### src/rtl/blobby_pkg.sv
// Shared types and defaults for the blobby volley rally judge.
// Holds state encoding, side encoding and default court geometry.
package blobby_pkg;

    typedef enum logic [1:0] {
        ST_SERVE   = 2'd0,
        ST_RALLY   = 2'd1,
        ST_PAUSE   = 2'd2,
        ST_ENDGAME = 2'd3
    } state_t;

    typedef enum logic {
        SIDE_P1 = 1'b0,
        SIDE_P2 = 1'b1
    } side_t;

    localparam int NET_X_DEF    = 511;
    localparam int GROUND_Y_DEF = 679;

    function automatic side_t other_side(input side_t s);
        return (s == SIDE_P1) ? SIDE_P2 : SIDE_P1;
    endfunction

endpackage

### src/rtl/collision_edge.sv
// Rising-edge detector for one player's collision level.
// Ports: clk, rst (async high), level in, rise out (level & !previous).
module collision_edge (
    input  logic clk,
    input  logic rst,
    input  logic level,
    output logic rise
);

    logic prev_q;
    logic prev_d;

    always_comb begin
        prev_d = level;
    end

    always_ff @(posedge clk or posedge rst) begin
        if (rst) begin
            prev_q <= 1'b0;
        end else begin
            prev_q <= prev_d;
        end
    end

    // prev resets low, so a level held through reset release is an edge
    assign rise = level & ~prev_q;

endmodule

### src/rtl/rally_judge.sv
// Rally referee: tracks serve, touches, faults, scores and game end.
// Ports: clk, rst, ball x/y, player collisions, new_game in;
//        scores, serve_side, rally_active, point_pulse/point_to,
//        game_over, winner out (all registered).
module rally_judge
    import blobby_pkg::*;
#(
    parameter int SCORE_W      = 4,
    parameter int WIN_SCORE    = 15,
    parameter int WIN_MARGIN   = 1,
    parameter int MAX_TOUCHES  = 3,
    parameter int NET_X        = NET_X_DEF,
    parameter int GROUND_Y     = GROUND_Y_DEF,
    parameter int PAUSE_CYCLES = 650000
) (
    input  logic               clk,
    input  logic               rst,
    input  logic [11:0]        xposball,
    input  logic [11:0]        yposball,
    input  logic               collisionsplayer1,
    input  logic               collisionsplayer2,
    input  logic               new_game,
    output logic [SCORE_W-1:0] score_player1,
    output logic [SCORE_W-1:0] score_player2,
    output logic               serve_side,
    output logic               rally_active,
    output logic               point_pulse,
    output logic               point_to,
    output logic               game_over,
    output logic               winner
);

    localparam int CW  = $clog2(MAX_TOUCHES + 2);
    localparam int PW  = (PAUSE_CYCLES > 1) ? $clog2(PAUSE_CYCLES) : 1;
    localparam int SW1 = SCORE_W + 1;

    localparam logic [CW-1:0]      T_LIM    = CW'(MAX_TOUCHES + 1);
    localparam logic [PW-1:0]      P_LOAD   = PW'(PAUSE_CYCLES - 1);
    localparam logic [SCORE_W-1:0] S_MAX    = '1;
    localparam logic [SCORE_W:0]   WIN_L    = SW1'(WIN_SCORE);
    localparam logic [SCORE_W:0]   MARGIN_L = SW1'(WIN_MARGIN);
    localparam logic [11:0]        NET_L    = 12'(NET_X);
    localparam logic [11:0]        GND_L    = 12'(GROUND_Y);

    state_t             state_q,  state_d;
    logic [SCORE_W-1:0] s1_q,     s1_d;
    logic [SCORE_W-1:0] s2_q,     s2_d;
    logic [CW-1:0]      c1_q,     c1_d;
    logic [CW-1:0]      c2_q,     c2_d;
    logic [PW-1:0]      pause_q,  pause_d;
    side_t              serve_q,  serve_d;
    side_t              pt_q,     pt_d;
    side_t              win_q,    win_d;
    logic               pulse_q,  pulse_d;
    logic               go_q,     go_d;
    logic               active_q, active_d;

    logic          e1, e2;
    logic          srv_edge;
    logic [CW-1:0] n1, n2;
    logic          f1, f2;
    logic          hit;
    side_t         to;

    collision_edge u_edge_p1 (
        .clk   (clk),
        .rst   (rst),
        .level (collisionsplayer1),
        .rise  (e1)
    );

    collision_edge u_edge_p2 (
        .clk   (clk),
        .rst   (rst),
        .level (collisionsplayer2),
        .rise  (e2)
    );

    function automatic logic [CW-1:0] cnt_inc(input logic [CW-1:0] c);
        return (c == T_LIM) ? c : c + CW'(1);
    endfunction

    function automatic logic [SCORE_W-1:0] sc_inc(
        input logic [SCORE_W-1:0] s
    );
        return (s == S_MAX) ? s : s + SCORE_W'(1);
    endfunction

    function automatic logic wins(
        input logic [SCORE_W-1:0] a,
        input logic [SCORE_W-1:0] b
    );
        return ({1'b0, a} >= WIN_L && {1'b0, a} >= {1'b0, b} + MARGIN_L)
            || a == S_MAX;
    endfunction

    always_comb begin
        state_d  = state_q;
        s1_d     = s1_q;
        s2_d     = s2_q;
        c1_d     = c1_q;
        c2_d     = c2_q;
        pause_d  = pause_q;
        serve_d  = serve_q;
        pt_d     = pt_q;
        win_d    = win_q;
        go_d     = go_q;
        pulse_d  = 1'b0;
        srv_edge = (serve_q == SIDE_P1) ? e1 : e2;
        n1       = c1_q;
        n2       = c2_q;
        f1       = 1'b0;
        f2       = 1'b0;
        hit      = 1'b0;
        to       = SIDE_P1;

        if (new_game) begin
            state_d = ST_SERVE;
            s1_d    = '0;
            s2_d    = '0;
            c1_d    = '0;
            c2_d    = '0;
            pause_d = '0;
            serve_d = SIDE_P1;
            go_d    = 1'b0;
            win_d   = SIDE_P1;
        end else begin
            unique case (state_q)
                ST_SERVE: begin
                    if (srv_edge) begin
                        state_d = ST_RALLY;
                        c1_d = (serve_q == SIDE_P1) ? CW'(1) : CW'(0);
                        c2_d = (serve_q == SIDE_P2) ? CW'(1) : CW'(0);
                    end
                end
                ST_RALLY: begin
                    // same-cycle touches both count; neither clears the other
                    if (e1 && e2) begin
                        n1 = cnt_inc(c1_q);
                        n2 = cnt_inc(c2_q);
                    end else if (e1) begin
                        n1 = cnt_inc(c1_q);
                        n2 = '0;
                    end else if (e2) begin
                        n1 = '0;
                        n2 = cnt_inc(c2_q);
                    end
                    f1   = (n1 == T_LIM);
                    f2   = (n2 == T_LIM);
                    c1_d = n1;
                    c2_d = n2;
                    if (yposball >= GND_L) begin
                        hit = 1'b1;
                        to  = (xposball < NET_L) ? SIDE_P2 : SIDE_P1;
                    end else if (f1 && f2) begin
                        c1_d = '0;
                        c2_d = '0;
                    end else if (f1) begin
                        hit = 1'b1;
                        to  = other_side(SIDE_P1);
                    end else if (f2) begin
                        hit = 1'b1;
                        to  = other_side(SIDE_P2);
                    end
                    if (hit) begin
                        if (to == SIDE_P1) begin
                            s1_d = sc_inc(s1_q);
                        end else begin
                            s2_d = sc_inc(s2_q);
                        end
                        pt_d    = to;
                        pulse_d = 1'b1;
                        state_d = ST_PAUSE;
                        pause_d = P_LOAD;
                        c1_d    = '0;
                        c2_d    = '0;
                    end
                end
                ST_PAUSE: begin
                    if (pause_q == '0) begin
                        if (wins(s1_q, s2_q) || wins(s2_q, s1_q)) begin
                            state_d = ST_ENDGAME;
                            go_d    = 1'b1;
                            win_d   = wins(s1_q, s2_q) ? SIDE_P1 : SIDE_P2;
                        end else begin
                            state_d = ST_SERVE;
                            serve_d = pt_q;
                        end
                    end else begin
                        pause_d = pause_q - PW'(1);
                    end
                end
                ST_ENDGAME: begin
                end
                default: begin
                    state_d = ST_SERVE;
                end
            endcase
        end

        active_d = (state_d == ST_RALLY);
    end

    always_ff @(posedge clk or posedge rst) begin
        if (rst) begin
            state_q  <= ST_SERVE;
            s1_q     <= '0;
            s2_q     <= '0;
            c1_q     <= '0;
            c2_q     <= '0;
            pause_q  <= '0;
            serve_q  <= SIDE_P1;
            pt_q     <= SIDE_P1;
            win_q    <= SIDE_P1;
            pulse_q  <= 1'b0;
            go_q     <= 1'b0;
            active_q <= 1'b0;
        end else begin
            state_q  <= state_d;
            s1_q     <= s1_d;
            s2_q     <= s2_d;
            c1_q     <= c1_d;
            c2_q     <= c2_d;
            pause_q  <= pause_d;
            serve_q  <= serve_d;
            pt_q     <= pt_d;
            win_q    <= win_d;
            pulse_q  <= pulse_d;
            go_q     <= go_d;
            active_q <= active_d;
        end
    end

    assign score_player1 = s1_q;
    assign score_player2 = s2_q;
    assign serve_side    = serve_q;
    assign rally_active  = active_q;
    assign point_pulse   = pulse_q;
    assign point_to      = pt_q;
    assign game_over     = go_q;
    assign winner        = win_q;

endmodule
### config.mk
export PLATFORM = sky130hd
export DESIGN_NAME = rally_judge
export DESIGN_NICKNAME = d
export VERILOG_FILES = /design/src/rtl/blobby_pkg.sv /design/src/rtl/collision_edge.sv /design/src/rtl/rally_judge.sv
export SDC_FILE = /design/constraint.sdc
export NUM_CORES = 1
export LEC_CHECK = 0
export ABC_CLOCK_PERIOD_IN_PS = 3900
export CAP_MARGIN = 10
export CORE_AREA = 2 2 119 98
export DETAILED_ROUTE_END_ITERATION = 8
export DIE_AREA = 0 0 121 100
export GPL_TIMING_DRIVEN = 1
export RECOVER_POWER = 100
export SYNTH_ARGS = -nofsm -noshare
export SYNTH_HDL_FRONTEND = slang
export SYNTH_HIERARCHICAL = 1
export SYNTH_SLANG_ARGS = --single-unit
### constraint.sdc
create_clock -name clk -period 3.9 [get_ports clk]
set_clock_uncertainty 0.05 [all_clocks]
set_input_delay 0.585 -clock clk [delete_from_list [all_inputs] [get_ports clk]]
set_output_delay 0.585 -clock clk [all_outputs]
set_load 0.005 [all_outputs]
# Word level (Yosys, flattened, before mapping)
# Cells that the tools add are included.
# classes
bitwise_logic	5
order_cmp	6
reduce_logical	24
addsub	7
n_eq_ne	16
muxes	75
# ops
cell	n
3-bit two-way mux	22
20-bit two-way mux	3
4-bit two-way mux	10
20-bit case mux with 2 select lines	1
1-bit two-way mux	31
20-bit logical NOT	1
20-bit by 1-bit subtractor with 20-bit output (second input constant)	1
3-bit equality test (second input constant)	4
12-bit by 10-bit greater-or-equal comparator with 1-bit output (second input constant)	1
12-bit by 9-bit < comparator with 1-bit output (second input constant)	1
3-bit case mux with 2 select lines	2
3-bit AND reduction	4
2-bit nonzero test	6
4-bit by 1-bit adder with 5-bit output (second input constant)	2
4-bit by 5-bit greater-or-equal comparator with 1-bit output	2
2-bit two-way mux	5
3-bit != test (second input constant)	3
4-bit by 1-bit adder with 4-bit output (second input constant)	2
4-bit equality test (second input constant)	2
4-bit greater-or-equal comparator (second input constant)	2
2-bit != test (second input constant)	4
4-bit AND reduction	2
3-bit by 1-bit adder with 3-bit output (second input constant)	2
2-bit case mux with 3 select lines	1
9 further kinds	19
# totals
inputBits	29
wordCells	147
reg_bits	44
out_inout_bits	14

# Logic depth before layout (Yosys ltp)
# Gate-level depths: netlist of the first run.
# logic_depth
word_depth	18
depth_mapped	14
ltp_nobuf	13

# By module
# Netlist of the first run, hierarchy kept.
# by_module_without_submodules
module	seq_area_each_um2	cells_each	area_per_inst_um2	n_inst
rally_judge	1051.0	281	2590.0	1
collision_edge	25.0	3	42.5	2

# Worst setup path before layout of the first run
# No wires, ideal clock.
# synth_timing
kind	in2reg
from	input port collisionsplayer2
to	register s1_q[3], in the netlist score_player1[3]
t_required_ps	3784
setup_slack_ps	853
cell_stages	12
arrival_ps	2931
setup_time_ps	66
path_buffers	1
cell_sequence	nor2b_4 -> clkbuf_1 -> nor2_1 -> a31oi_1 -> o21ai_0 -> or3_1 -> ha_1 -> o311ai_4 -> o21ai_2 -> nand4b_4 -> or4_1 -> nand2_1
# synth_via
elab_chain_len	15
word_cells_on_any_way	29
classes_between	3 x eq/ne; 21 x mux; 1 x bitwise; 4 x reduce/logical
# synth_rtl
item	line_no	rtl
start, declared	rally_judge.sv:21	input logic collisionsplayer2,
1-bit AND (*)	collision_edge.sv:26	assign rise = level & ~prev_q;
3-bit two-way mux	rally_judge.sv:144	end else if (e2) begin
3-bit two-way mux	rally_judge.sv:141	end else if (e1) begin
3-bit two-way mux	rally_judge.sv:138	if (e1 && e2) begin
3-bit two-way mux	rally_judge.sv:128	unique case (state_q)
3-bit two-way mux	rally_judge.sv:117	if (new_game) begin
3-bit equality test	rally_judge.sv:149	f2 = (n2 == T_LIM);
1-bit two-way mux	rally_judge.sv:161	end else if (f2) begin
1-bit two-way mux	rally_judge.sv:158	end else if (f1) begin
1-bit two-way mux	rally_judge.sv:155	end else if (f1 && f2) begin
1-bit two-way mux	rally_judge.sv:152	if (yposball >= GND_L) begin
1-bit two-way mux	rally_judge.sv:128	
1-bit two-way mux	rally_judge.sv:117	
2-bit nonzero test (no source line)	-	
4-bit AND reduction (no source line) (*)	-	
end signal, assigned	rally_judge.sv:207	s1_q <= '0;
end signal, assigned	rally_judge.sv:220	s1_q <= s1_d;
end, declared	rally_judge.sv:46	logic [SCORE_W-1:0] s1_q, s1_d;
# Mark *: on every way between the ends. The rest lies on a longest branch, timed or not. The select of a mux whose other input is x is not followed.
# A chain may end at the register's enable or synchronous reset.

# Worst setup path in the final report of the first run
# layout_timing
from	input port collisionsplayer2
to	register s1_q[3], in the netlist score_player1[3]
# layout_via
elab_chain_len	15
word_cells_on_any_way	29
classes_between	3 x eq/ne; 21 x mux; 1 x bitwise; 4 x reduce/logical
# layout_rtl
item	line_no	rtl
1-bit AND (*)	collision_edge.sv:26	
net e2	rally_judge.sv:58	logic e1, e2;
3-bit two-way mux	rally_judge.sv:144	
3-bit two-way mux	rally_judge.sv:141	
3-bit two-way mux	rally_judge.sv:138	
3-bit two-way mux	rally_judge.sv:128	
3-bit two-way mux	rally_judge.sv:117	
3-bit equality test	rally_judge.sv:149	
1-bit two-way mux	rally_judge.sv:161	
1-bit two-way mux	rally_judge.sv:158	
1-bit two-way mux	rally_judge.sv:155	
1-bit two-way mux	rally_judge.sv:152	
1-bit two-way mux	rally_judge.sv:128	
1-bit two-way mux	rally_judge.sv:117	
2-bit nonzero test (no source line)	-	
4-bit AND reduction (no source line) (*)	-	
# The timed path passes the listed nets; every way through them passes the cells marked *. The select of a mux whose other input is x is not followed.

==> reports/qor.txt, run 1 <==
Area after DPL: 0.00325 mm²
CTS Buffer Depth: 2
Leakage: 0.00142 µW
hold path depth: 1
Psw: 433 µW
Final Cell Area: 0.00336 mm²
largest stage delay on the critical path: 0.55 ns
gpl congestion: 0.821
r2r startpoint: u_edge_p2/prev_q
Hold Violations, Final: 0
Synth top cells by count: dfrtp_1 (44), nor2_1 (41), nand2_1 (17)
PortBufs: 42
post-synth top area cell: dfrtp_1
CTS Buf Count: 5
Die Wd: 121 µm
CTS resizes: 0
fin nets: 365
max cap viols: 1
first-pass GRT wire length: 11.2 mm
Iteration-0 DRC Markers: 147
fin crit period: 3.63 ns
slowest library cell on the worst path: dlygate4sd3_1
area share of the largest cell type after synthesis: 41.2%
Synth Register Bits: 44
Synth Area in Adders: 4.21%
DP HPWL: 4.70 mm
worst r2r path cells: 11
Avg Inst Size Synth: 9.32 µm²
internal power: 943 µW
Worst Path Max Fanout: 9
DRC: 0
R2R Setup Slk: 0.75 ns
Clock Latency Late Sink: 0.29 ns
largest family of logic cells by synthesized area: simple AND/OR/NAND/NOR gates
yosys warns: 6
initial core utilization: 24.1%
Met2 Wirelength: 2.89 mm
# IOs: 43
Max Used Layer: met4
Hold Path Class: flop to flop
f_max: 276 MHz
clock-pin slew of the registers on the worst-case setup and hold paths: 0.07 ns
placed insts: 468
Pre-Repair DR Iteration Count: 4
measured slew at the worst slew-check pin: 2.37 ns
count of final setup violators: 0
Crit Reg-Reg Endpoint: score_player1[3]
Metal-1 WL: 3.22 mm
vias in the first global route: 2324
hold path endpoint: pause_q[9]
area grow syn2layout: 25.7%
Post-synth ARST share: 100%
Primary FF master, synth: dfrtp_1
Post-Synth XOR/XNOR Area: 3.27%
peak supply drop: 186 µV
relative slew slack: -58.2%
fin. max-slew vios: 43
CTS tree: built
fill count: 1151
initial antenna violation count: 0
RSZ-0062 raised after global routing: false
worst path required time: 4.08 ns
Site Rows: 35
clock share of power: 36.3%
failing checks: capacitance limit, slew limit
Compound-Gate Fraction of Synth Area: 17.1%
GRT overflow: 0
CP Class: primary input to flop
Data arrival, critical path: 3.81 ns
Post-Synthesis Cells: 287
mapped cell area: 0.00268 mm²
Die Area: 0.0121 mm²
DR vias/cell: 4.64
setup bufs post-CTS: 0
Seq pwr share: 39.0%
CTS sink count: 44
Die Ht: 100 µm
Cell Chain, Critical Path: dlygate4sd3_1 -> nor2b_4 -> nor2_1 -> a31oi_1 -> o21ai_0 -> or3_1 -> ha_1 -> o311ai_1 -> o21ai_2 -> nand4b_1 -> or4_1 -> nand2_1
Gate power share: 24.7%
CP startpoint kind: primary input
Finished Layout Cells: 476
core footprint: 0.0111 mm²
Worst Hold Launch: pause_q[9]
EDFF count, synth: 0
post-synthesis mux area share: 2.34%
Seq/Total Area, Yosys: 41.2%
Crit. End Element: flop
fraction of layout cells with a size suffix above 1: 7.01%
Synth Net Count: 325
synth top area cells: dfrtp_1 (41%), nor2_1 (5.8%), ha_1 (4.2%)
WL final: 6.46 mm
count leader, synth: dfrtp_1
final hold slack: 0.446 ns
Tcrit/Tclk final: 93.0%
# diodes: 0
Setup TNS: 0 ns
routed length on met3: 307 µm
Hold Buf Count CTS: 0
antenna-violating nets left: 0
outcome: finished with violations
routed vias: 2207
pwr dens: 409 mW/mm²
clock root buffer: clkbuf_16
switching part of the total: 31.5%
Synth cell types: 59
Max H-tree Level: 2
pin count of the biggest net entering global routing: 43
Synth Area in Simple Gates: 28.2%
Wirelength per Cell: 13.6 µm
All-Layer GR Usage: 11.5%
-- critical path: cells and delay by family --
family / cells / cell delay, ns
AND/OR/NAND/NOR: 6 / 1.80
AO/OA/AOI/OAI: 4 / 0.56
buffers and inverters: 1 / 0.55
adder cells (fa/ha/maj): 1 / 0.30
-- area by class of cell --
type | count | area (µm²) | area share (%)
inverter | 13 | 48.8 | 1.45
clock inverter | 3 | 46.3 | 1.38
tap | 148 | 185 | 5.51
timing repair buffer | 44 | 432 | 12.8
sequential | 44 | 1100 | 32.7
multi-input combinational | 219 | 1430 | 42.4
clock buffer | 5 | 125 | 3.72
-- power groups by stage --
stage / registers (µW) / logic [µW] / clock network, µW
CTS: 537 / 351 / 514
global route: 543 / 384 / 530
detailed placement: 546 / 348 / 0
finish: 537 / 339 / 500
floorplan: 537 / 259 / 0
global placement: 545 / 344 / 0
-- how the worst max path moves through the flow --
stage	start	to	slack (ns)
finish	collisionsplayer2	score_player1[3]	0.27
global route	collisionsplayer2	score_player1[3]	0.09
CTS	collisionsplayer2	pause_q[1]	0.46
detailed placement	collisionsplayer1	pause_q[13]	0.19
global placement	collisionsplayer2	pause_q[8]	0.26
floorplan	collisionsplayer2	score_player1[3]	0.85
-- kinds of logic (layout without fill, tap and decap cells) --
| kind of cell | count (synthesis) | count (layout) |
|---|---|---|
| and+or+nand+nor | 131 | 131 |
| AOI/OAI and AO/OA | 63 | 63 |
| DFF | 44 | 44 |
| buffers and inverters | 24 | 65 |
| xor gates and xnor gates | 10 | 10 |
| adders and majority gates | 9 | 9 |
| muxes | 6 | 6 |
-- sequential cells by signal, summed over array words and instances, names as in the netlist, 2 cells and up --
register and flops:
c1_q 3, score_player1 4, state_q 2, score_player2 4
pause_q 20, c2_q 3
-- stage by stage --
stage	util, %	worst slack (ns)	power [µW]
final	30.4	0.273	1380
after global routing	30.4	0.0900	1460
after CTS	30.8	0.458	1400
after detailed placement	29.3	0.193	894
after global placement	29.3	0.259	890
after floorplan	-	0.853	796
-- cells in the final DEF (no fill, tap or decap), types with 2 or more instances in the layout --
master and n:
nand2_1 17, o221ai_1 2, clkdlybuf4s50_1 25, nand3_1 12
a31oi_1 4, a21o_1 2, clkbuf_16 5, nand4_1 3
nor2b_4 2, and2_1 2, a21oi_1 16, nor3_1 8
or4_1 2, nor4_1 4, a211oi_1 2, o211ai_1 2
nand3_2 2, inv_1 13, or3_1 4, nand4b_1 3
dfrtp_1 44, mux2i_1 4, and3_1 4, a311oi_1 10
ha_1 9, o21ai_0 12, nor2b_1 7, xor2_1 6
dlygate4sd3_1 17, xnor2_1 4, nor2_1 41, nand2b_1 11
-- routing by layer --
| metal | GRT usage [%] | vias up |
|---|---|---|
| met2 | 18.2 | 37 |
| met4 | 2.86 | 0 |
| li1 | - | 1114 |
| met3 | 3.07 | 5 |
| met5 | 0 | - |
| met1 | 15.5 | 1051 |
Power figures use the tool's default switching activity.
==> run 2: changes to the inputs <==
Settings changed: CORE_AREA 2 2 119 98 to 2 2 123 101, DIE_AREA 0 0 121 100 to 0 0 125 103, SYNTH_HIERARCHICAL 1 to default.
==> run 2 against run 1 <==
Compared with the run above: the flow still finishes with violations (capacitance limit, slew limit); first-iteration DRC count grew 6.8%; via count grew 17%; area after synthesis grew 6.3%; global-route usage grew 0.42 points; die area grew 6.4%; total power grew 11%; critical path depth shrank 2; non-clock buffer count grew 7; combinational power grew 42%; count of clock-buffer cells in the layout is the same; critical path type unchanged; largest cell class unchanged; highest routed layer unchanged.
==> reports/qor.txt, run 2 <==
mapped cell area: 0.00284 mm² (was 0.00268 mm²)
Synth cell types: 55 (was 59)
failing checks: capacitance limit, slew limit (unchanged)
Hold Violations, Final: 0 (unchanged)
Data arrival, critical path: 3.69 ns (was 3.81 ns)
Buf/Inv on CP: 2 (was 1)
pwr dens: 422 mW/mm² (was 409 mW/mm²)
max cap viols: 1 (unchanged)
Leakage: 0.00155 µW (was 0.00142 µW)
Crit. End Element: flop (unchanged)
fin nets: 397 (was 365)
Post-Synthesis Cells: 316 (was 287)
fill count: 1249 (was 1151)
clock root buffer: clkbuf_16 (unchanged)
Worst Path Max Fanout: 5 (was 9)
f_max: 281 MHz (was 276 MHz)
clock-pin slew of the registers on the worst-case setup and hold paths: 0.07 ns (about the same)
EDFF count, synth: 0 (unchanged)
Total Power: 1520 µW (was 1380 µW)
synth top area cells: dfrtp_1 (39%), nor2_1 (4.4%), ha_1 (4.0%) (was dfrtp_1 (41%), nor2_1 (5.8%), ha_1 (4.2%))
commonest cells after routing, fill and taps aside: dfrtp_1 (44), nor2_1 (33), clkdlybuf4s50_1 (25) (was dfrtp_1 (44), nor2_1 (41), clkdlybuf4s50_1 (25))
Synth top cells by count: dfrtp_1 (44), nor2_1 (33), a21oi_1 (19) (was dfrtp_1 (44), nor2_1 (41), nand2_1 (17))
fin crit period: 3.56 ns (was 3.63 ns)
fraction of layout cells with a size suffix above 1: 6.94% (was 7.01%)
largest stage delay on the critical path: 0.59 ns (was 0.55 ns)
count of final setup violators: 0 (unchanged)
Hold Buf Count CTS: 0 (unchanged)
Die Wd: 125 µm (was 121 µm)
DP HPWL: 5.19 mm (was 4.70 mm)
PortBufs: 42 (unchanged)
Clock Latency Late Sink: 0.30 ns (was 0.29 ns)
Wirelength per Cell: 14.1 µm (was 13.6 µm)
setup bufs post-CTS: 0 (unchanged)
fin. max-slew vios: 36 (was 43)
peak supply drop: 181 µV (was 186 µV)
count leader, synth: dfrtp_1 (unchanged)
All-Layer GR Usage: 11.9% (was 11.5%)
worst path required time: 4.04 ns (was 4.08 ns)
Area after DPL: 0.00346 mm² (was 0.00325 mm²)
Tcrit/Tclk final: 91.2% (was 93.0%)
initial antenna violation count: 0 (unchanged)
Final Cell Area: 0.00361 mm² (was 0.00336 mm²)
yosys warns: 0 (was 6)
CTS sink count: 44 (unchanged)
routed vias: 2575 (was 2207)
CTS resizes: 0 (unchanged)
max FFs per register: 20 (unchanged)
CP startpoint kind: primary input (unchanged)
DR vias/cell: 5.03 (was 4.64)
CTS tree: built (unchanged)
Largest Register: pause_q (unchanged)
outcome: finished with violations (unchanged)
Cell Chain, Critical Path: dlygate4sd3_1 -> nor2b_1 -> buf_4 -> and4b_1 -> a211oi_1 -> nand3_1 -> ha_1 -> or4_1 -> a21oi_1 -> mux2_2 (was dlygate4sd3_1 -> nor2b_4 -> nor2_1 -> a31oi_1 -> o21ai_0 -> or3_1 -> ha_1 -> o311ai_1 -> o21ai_2 -> nand4b_1 -> or4_1 -> nand2_1)
antenna-violating nets left: 0 (unchanged)
Avg Inst Size Synth: 9.00 µm² (was 9.32 µm²)
Synth Register Bits: 44 (unchanged)
DRC: 0 (unchanged)
Hold Path Class: flop to flop (unchanged)
Synth Net Count: 354 (was 325)
Pre-Repair DR Iteration Count: 4 (unchanged)
gpl congestion: 0.811 (was 0.821)
initial core utilization: 24.1% (about the same)
Primary FF master, synth: dfrtp_1 (unchanged)
CTS Buffer Depth: 2 (unchanged)
WL final: 7.24 mm (was 6.46 mm)
RSZ-0062 raised after global routing: false (unchanged)
# diodes: 0 (unchanged)
Post-synth ARST share: 100% (unchanged)
Die Ht: 103 µm (was 100 µm)
area grow syn2layout: 27.0% (was 25.7%)
Setup TNS: 0 ns (unchanged)
Die Area: 0.0129 mm² (was 0.0121 mm²)
post-synth top area cell: dfrtp_1 (unchanged)
commonest non-fill, non-tap cell in the layout: dfrtp_1 (unchanged)
slowest library cell on the worst path: or4_1 (was dlygate4sd3_1)
Iteration-0 DRC Markers: 157 (was 147)
relative slew slack: -25.3% (was -58.2%)
area share of the largest cell type after synthesis: 38.7% (was 41.2%)
CP Class: primary input to flop (unchanged)
pin count of the biggest net entering global routing: 36 (was 43)
Seq/Total Area, Yosys: 38.7% (was 41.2%)
GRT overflow: 0 (unchanged)
# IOs: 43 (unchanged)
first-pass GRT wire length: 12.4 mm (was 11.2 mm)
CTS Buf Count: 5 (unchanged)
Site Rows: 36 (was 35)
family with the most delay on the worst path: simple AND/OR/NAND/NOR gates (unchanged)
vias in the first global route: 2546 (was 2324)
measured slew at the worst slew-check pin: 1.88 ns (was 2.37 ns)
Max H-tree Level: 2 (unchanged)
core footprint: 0.0118 mm² (was 0.0111 mm²)
-- run 2: cell type report --
class,instances,area [µm²],share of cell area [%]
well taps,152,190,5.27
repair buffers,51,490,13.6
clock inverters,3,46.3,1.28
inverters,16,60.1,1.66
multi-input cells,241,1600,44.2
clock buffers,5,125,3.47
flip-flops and latches,44,1100,30.5
-- run 2: power breakdown --
group | internal, µW | total [µW] | switching [µW]
sequential | 496 | 542 | 45.5
clock | 305 | 499 | 194
combinational | 188 | 481 | 293
total | 989 | 1520 | 533
-- run 2: final timing paths --
path	from	to	slack, ns	cells past startpoint
worst max-delay path	collisionsplayer2	score_player1[0]	0.34	10
worst min-delay path	pause_q[15]	pause_q[15]	0.46	1
worst max register to register	c2_q[0]	score_player1[0]	0.81	9
worst min register to register	pause_q[15]	pause_q[15]	0.46	1
max in group asynchronous	rst	winner	1.14	3
min in group asynchronous	rst	c2_q[1]	0.62	2
-- run 2: through the flow --
stage | setup WS [ns] | util [%] | cells | hold WS [ns]
6_report | 0.344 | 30.6 | 512 | 0.464
5_1_grt | 0.145 | 30.6 | 512 | 0.486
2_1_floorplan | 0.827 | - | 316 | 0.423
4_1_cts | 0.487 | 30.8 | 512 | 0.462
3_5_place_dp | 0.179 | 29.3 | 504 | 0.447
3_3_place_gp | 0.243 | 29.3 | 504 | 0.432
-- run 2: worst reg2reg max path, stage by stage (launching register included) --
cell	delay, ns
dfrtp_1	0.40
inv_1	0.12
ha_1	0.17
and4b_1	0.19
a211oi_1	0.28
nand3_1	0.17
ha_1	0.36
or4_1	0.59
a21oi_1	0.27
mux2_2	0.36
-- run 2: cells by family after synthesis --
group                    share of synthesized area, %
XOR/XNOR                                         2.46
adder cells (fa/ha/maj)                          3.96
AND/OR/NAND/NOR                                  23.6
multiplexers                                     4.49
flip-flops                                       38.7
AO/OA/AOI/OAI                                    22.0
buffers and inverters                            4.71
-- run 2: routing by layer --
metal	GRT usage (%)	wire, µm
met1	15.8	3620
met2	18.6	3200
met3	3.17	300
met4	4.44	114
met5	0	0
==> run 3: changes to the inputs <==
Settings changed: CAP_MARGIN 10 to default.
==> results of run 3 <==
The final DEF is identical to that of run 2; final timing and power are the same.
